<file path="src/rtl/alu_mul_sequencer.sv">
// Unsigned shift-add multiplier that borrows the shared add_sub unit for one
// partial-product add per cycle; fixed WIDTH-cycle iteration, 2*WIDTH result.
module alu_mul_sequencer #(
  parameter int          WIDTH   = 32,
  parameter logic [2:0]  SEL_ADD = 3'b000,
  parameter int          CNT_W   = 5
) (
  input  logic               clk,
  input  logic               rst_n,
  input  logic               start,
  input  logic [WIDTH-1:0]   op_a,
  input  logic [WIDTH-1:0]   op_b,
  output logic               busy,
  output logic               done,
  output logic [2*WIDTH-1:0] product,
  output logic               prod_zero,
  output logic [2:0]         alu_select,
  output logic [WIDTH-1:0]   alu_a,
  output logic [WIDTH-1:0]   alu_b,
  input  logic [WIDTH-1:0]   alu_out,
  input  logic               alu_carry
);

  typedef enum logic [1:0] {IDLE, ITER, DONE} state_e;

  localparam logic [CNT_W-1:0] LAST = CNT_W'(WIDTH - 1);

  state_e             state_q, state_d;
  logic [CNT_W-1:0]   count_q, count_d;
  logic [WIDTH-1:0]   mcand_q, mcand_d;
  logic [WIDTH-1:0]   acc_hi_q, acc_hi_d;
  logic [WIDTH-1:0]   acc_lo_q, acc_lo_d;
  logic [2*WIDTH-1:0] product_q, product_d;
  logic               prod_zero_q, prod_zero_d;

  always_comb begin
    state_d     = state_q;
    count_d     = count_q;
    mcand_d     = mcand_q;
    acc_hi_d    = acc_hi_q;
    acc_lo_d    = acc_lo_q;
    product_d   = product_q;
    prod_zero_d = prod_zero_q;
    alu_select  = SEL_ADD;
    alu_a       = '0;
    alu_b       = '0;

    unique case (state_q)
      IDLE, DONE: begin
        if (start) begin
          state_d  = ITER;
          mcand_d  = op_a;
          acc_lo_d = op_b;
          acc_hi_d = '0;
          count_d  = '0;
        end else begin
          state_d  = IDLE;
        end
      end
      ITER: begin
        alu_a = acc_hi_q;
        alu_b = mcand_q;
        // The carry lands in the top bit as the accumulator shifts right,
        // so the WIDTH+1-bit sum never loses a bit.
        if (acc_lo_q[0])
          {acc_hi_d, acc_lo_d} = {alu_carry, alu_out, acc_lo_q[WIDTH-1:1]};
        else
          {acc_hi_d, acc_lo_d} = {1'b0, acc_hi_q, acc_lo_q[WIDTH-1:1]};
        count_d = count_q + CNT_W'(1);
        if (count_q == LAST) begin
          state_d     = DONE;
          product_d   = {acc_hi_d, acc_lo_d};
          prod_zero_d = ~|{acc_hi_d, acc_lo_d};
        end
      end
      default: state_d = IDLE;
    endcase
  end

  always_ff @(posedge clk or negedge rst_n) begin
    if (!rst_n) begin
      state_q     <= IDLE;
      count_q     <= '0;
      mcand_q     <= '0;
      acc_hi_q    <= '0;
      acc_lo_q    <= '0;
      product_q   <= '0;
      prod_zero_q <= 1'b1;
    end else begin
      state_q     <= state_d;
      count_q     <= count_d;
      mcand_q     <= mcand_d;
      acc_hi_q    <= acc_hi_d;
      acc_lo_q    <= acc_lo_d;
      product_q   <= product_d;
      prod_zero_q <= prod_zero_d;
    end
  end

  assign busy      = (state_q == ITER);
  assign done      = (state_q == DONE);
  assign product   = product_q;
  assign prod_zero = prod_zero_q;

endmodule
</file>
<file path="config.mk">
export PLATFORM = sky130hd
export DESIGN_NAME = alu_mul_sequencer
export DESIGN_NICKNAME = d
export VERILOG_FILES = /design/src/rtl/alu_mul_sequencer.sv
export SDC_FILE = /design/constraint.sdc
export NUM_CORES = 1
export LEC_CHECK = 0
export BUFFER_PORTS_ARGS = -buffer_cell sky130_fd_sc_hd__clkbuf_2
export CAP_MARGIN = 20
export CELL_PAD_IN_SITES_DETAIL_PLACEMENT = 0
export CELL_PAD_IN_SITES_GLOBAL_PLACEMENT = 1
export CORE_AREA = 10 10 126 214
export CTS_CLUSTER_DIAMETER = 30
export DETAILED_ROUTE_END_ITERATION = 10
export DIE_AREA = 0 0 136 224
export PLACE_DENSITY = 0.75
export SLEW_MARGIN = 25
export SYNTH_ARGS = -nofsm -noshare
export SYNTH_HDL_FRONTEND = slang
export SYNTH_SLANG_ARGS = --single-unit
export TNS_END_PERCENT = 5
</file>
<file path="constraint.sdc">
create_clock -name clk -period 2.2 [get_ports clk]
set_input_delay 0.11 -clock clk [delete_from_list [all_inputs] [get_ports clk]]
set_output_delay 0.11 -clock clk [all_outputs]
set_load 0.03 [all_outputs]
</file>
Word-level counts from Yosys, hierarchy flattened
Index checks and enable logic that the tools add are counted.
{"block": "totals", "mem_bits_ro": 0, "ram_bits": 0, "out_inout_bits": 134, "latch_bits": 0, "input_bits": 100, "word_cells": 36, "register_bits": 168, "memories": 0}
{"block": "op_classes", "div_mod_pow": 0, "n_eq_ne": 5, "add_sub_neg": 1, "n_bitwise": 0, "magnitude_cmp": 0, "n_reduce_logical": 8, "n_mux": 15, "shifts": 0, "mul": 0}
{"cell": "$mux W32", "n": 8}
{"cell": "$pmux W32 S2", "n": 2}
{"cell": "$reduce_or A64 Y1", "n": 1}
{"cell": "$pmux W5 S2", "n": 1}
{"cell": "$reduce_and A2 Y1", "n": 3}
{"cell": "$add A5 B1 Y5 const B", "n": 1}
{"cell": "$eq A5 B5 Y1 const B", "n": 1}
{"cell": "$mux W5", "n": 1}
{"cell": "$pmux W2 S2", "n": 1}
{"cell": "$eq A2 B1 Y1 const B", "n": 1}
{"cell": "$eq A2 B2 Y1 const B", "n": 1}
{"cell": "$logic_not A2 Y1", "n": 1}
{"cell": "$mux W2", "n": 1}
{"cell": "$ne A2 B1 Y1 const B", "n": 1}
{"cell": "$ne A2 B2 Y1 const B", "n": 1}
{"cell": "$reduce_bool A2 Y1", "n": 1}
{"cell": "$reduce_or A2 Y1", "n": 1}
{"cell": "$logic_not A1 Y1", "n": 1}
{"cell": "$mux W1", "n": 1}

Depth between registers and ports, before layout
{"block": "logic_depth", "depth_word": 4, "ltp_mapped": 8, "depth_no_buf": 7}

Worst setup path before layout
OpenSTA, ideal clock, no wires.
{"block": "synth_timing", "path_kind": "register -> register", "start": "register count_q[0]", "end": "register prod_zero_q, in the netlist prod_zero", "path_slack_ns": 0.249, "required_ns": 2.114, "arrival_ns": 1.865, "path_buffers": 0, "stages_incl_launch_ff": 8, "path_cell_list": "dfrtp_1 -> ha_1 -> and3_1 -> ha_1 -> nand3b_4 -> and4b_1 -> or4b_1 -> o31ai_2"}
{"block": "synth_via", "elab_chain_cells": 2}
{"item": "start: declaration", "line_no": "29", "rtl": "logic [CNT_W-1:0] count_q, count_d;"}
{"item": "start signal: assignment", "line_no": "91", "rtl": "count_q <= count_d;"}
{"item": "$eq A5 B5 Y1", "line_no": "70", "rtl": "if (count_q == LAST) begin"}
{"item": "$reduce_and A2 Y1 (no source line)"}
{"item": "end signal: assignment", "line_no": "96", "rtl": "prod_zero_q <= prod_zero_d;"}
{"item": "end: declaration", "line_no": "34", "rtl": "logic prod_zero_q, prod_zero_d;"}
Every way passes these cells.
A chain may end at the register's enable or synchronous reset.

Worst setup path in the final report
{"block": "layout_timing", "start": "register count_q[1]", "end": "register prod_zero_q, in the netlist prod_zero"}
The elaborated chain is that of the path after synthesis.

==> reports/results.ini <==
[yosys]
synth_cells=794
synth-seq-cells=168
avgSynthCellArea_um2=9.22
synth_area_um2=7320
synth_warnings=0
ys_types=33
ys_seq_area_frac=0.575

[sta]
fin_crit_sh=0.929
period_minus_slack_ns=2.04
finClkSkew_ns=0.0116
rsz0062_at_grt=no
setup_viol=0
slew_headroom=0.542
worstMarginPinSlew_ns=0.681
fmax_mhz=489
hold_violations=0
finalSetupTns_ns=0
maxSlewViolCount=0

[cts]
clock_latency_ns=0.43
cts.clk_slew.worst_paths_ns=0.07
clockBufferDepth=2
root_buffer=clkbuf_16
cts_tree=built
numCtsBuffers=17
cts.sink_count=168
htreeDepth=4

[power_and_ir_drop]
p_switching_mw=7.32
switching_share=0.454
p_comb_frac=0.460
power_frac_seq=0.346
ir_drop_uv=630
power_frac_clock=0.194
p_per_area_nw_per_um2=1580
p_int_mw=8.80
power.leakage_nw=5.17

[floorplan]
io_pins=234
die_w_um=136
die_h_um=224
start_util=0.315
die-area_um2=30500
core_um2=23200
row_count=74

[detailed_routing]
num_vias=6569
wl_um=24700
antenna_left=0
drt-initial-drc-count=401
dr.pass1.iters=4
vias_per_cell=4.69
post-route-drc-count=0
avgRoutedWirePerCell_um=17.6

[hold_path]
hold_path.class=primary input to register

[global_routing]
use_met2=0.298
top_usage_layer=met2
antenna_found_initial=0
grt-ovfl-total=0
grtUsageMet1=0.174
grt_pass1_vias=6994
gr-usage-met3=0.0385
grt_max_degree=65
grt_pass1_wl_um=39000
grtUsageTotal=0.164

[flow_run]
max-cap-violations=0

[placed_design]
dpl.cell_count=1303
finalWeightedCongestion=0.833
numPortBuffers=230
hpwlAfterDp_um=18300

[layout]
fin_cells=1402
nNetsFinal=1187
antenna_cells=0
drive_above_1_share=0.269
areaGrowthSynthToFinish_pct=39.0
layout_common_cells=nand2_1 (319), clkbuf_2 (229), dfrtp_1 (166), o21ai_0 (70), dlygate4sd3_1 (66)
mostFrequentLayoutCell=nand2_1

[setup_path]
endpoint_kind=register
required_ns=2.54
cp-start-kind=register
crit_arrival_ns=2.39
path_class=register to register
crit_fanout=4
ff2ff_setup_slack_ns=0.16

[run_status]
run_status=completed

Yosys cell counts, drive strengths merged:
cell type,n,share of area
nor2b,2,0.0017
mux2,1,0.0015
mux2i,32,0.044
nand4,5,0.0043
dfrtp,167,0.57
nor4,17,0.015
inv,1,0.00051
and2,64,0.055
conb,1,0.00051
dfstp,1,0.0036
nand3,1,0.00068
a21oi,2,0.0014
nand2b,2,0.0017
or4b,2,0.0027
nand3b,1,0.0027
nor2,4,0.0021
and4b,1,0.0014
o22ai,1,0.00086
o31ai,1,0.0017
ha,2,0.0034
o21ai,71,0.049
and3,2,0.0017
or4,3,0.0031
clkbuf,40,0.021
clkinv,1,0.00051
a22oi,32,0.033
nand2,319,0.16
buf,13,0.0099
a22o,2,0.0024
nor3,3,0.0021
per-layer routing:
layer | share of wire | vias up
met5 | 0 | -
met4 | 0.031 | 0
met3 | 0.059 | 42
met2 | 0.54 | 188
met1 | 0.37 | 3146
li1 | - | 3193
flip-flops by register name (all words and copies together), names as in the netlist:
name / count
product: 64
acc_hi_q: 32
acc_lo_q: 32
mcand_q: 32
count_q: 5
state_q: 2
prod_zero: 1
kinds of logic after synthesis:
family / synth area share
other: 0.000512
multiplexers: 0.0453
AND/OR/NAND/NOR: 0.257
adder cells (fa/ha/maj): 0.00342
buffers and inverters: 0.0315
flip-flops: 0.575
AO/OA/AOI/OAI: 0.0877
worst paths after layout:
kind                                  start            to  cells past startpoint
worst min register to register  mcand_q[22]   mcand_q[22]                      2
min in group asynchronous             rst_n   product[54]                      2
worst max register to register   count_q[1]     prod_zero                      7
max in group asynchronous             rst_n   mcand_q[15]                      3
worst max-delay path             count_q[1]     prod_zero                      7
worst min-delay path            alu_out[24]  acc_hi_q[23]                      3
repair_timing:
item                       4_1_cts  5_1_grt
hold buffers                    66        0
hold endpoints to repair       104        0
setup buffers                    0        1
gates resized for setup          0        0
setup endpoints to repair        0        1
per-stage QoR:
step                      power (mW)  cell area [um^2]  hold slack (ns)  worst slack (ns)   util
final                           16.1             10200           0.0309             0.155  0.438
after floorplan                 10.4              7330           -0.186             0.249      -
after global routing            17.3             10200           0.0430            0.0244  0.438
after global placement          13.0              8890           0.0734             0.208  0.383
after detailed placement        13.1              8890           0.0720             0.160  0.383
after CTS                       16.4             10200          0.00614             0.130  0.438
layout make-up:
cell class              instances  area, um^2
inverters                       2        7.51
clock inverters                 9         140
well taps                     304         380
clock buffers                  23         478
multi-input cells             573        2910
repair buffers                323        2060
flip-flops and latches        168        4210
fillers                      2279       13100
critical path, stage by stage, from the launching register on:
cell and delay, ns:
dfrtp_1 0.37, ha_1 0.19, and3_1 0.17, ha_1 0.20, nand3b_4 0.10, and4b_1 0.24
or4b_1 0.45, o31ai_2 0.23
power by group through the flow:
stage / Combinational, mW / Clock [mW] / Sequential, mW
global placement: 7.34 / 0 / 5.62
CTS: 7.56 / 3.22 / 5.58
floorplan: 4.30 / 0 / 6.10
global route: 8.18 / 3.34 / 5.78
finish: 7.43 / 3.13 / 5.57
detailed placement: 7.44 / 0 / 5.63
Power figures use the tool's default switching activity.
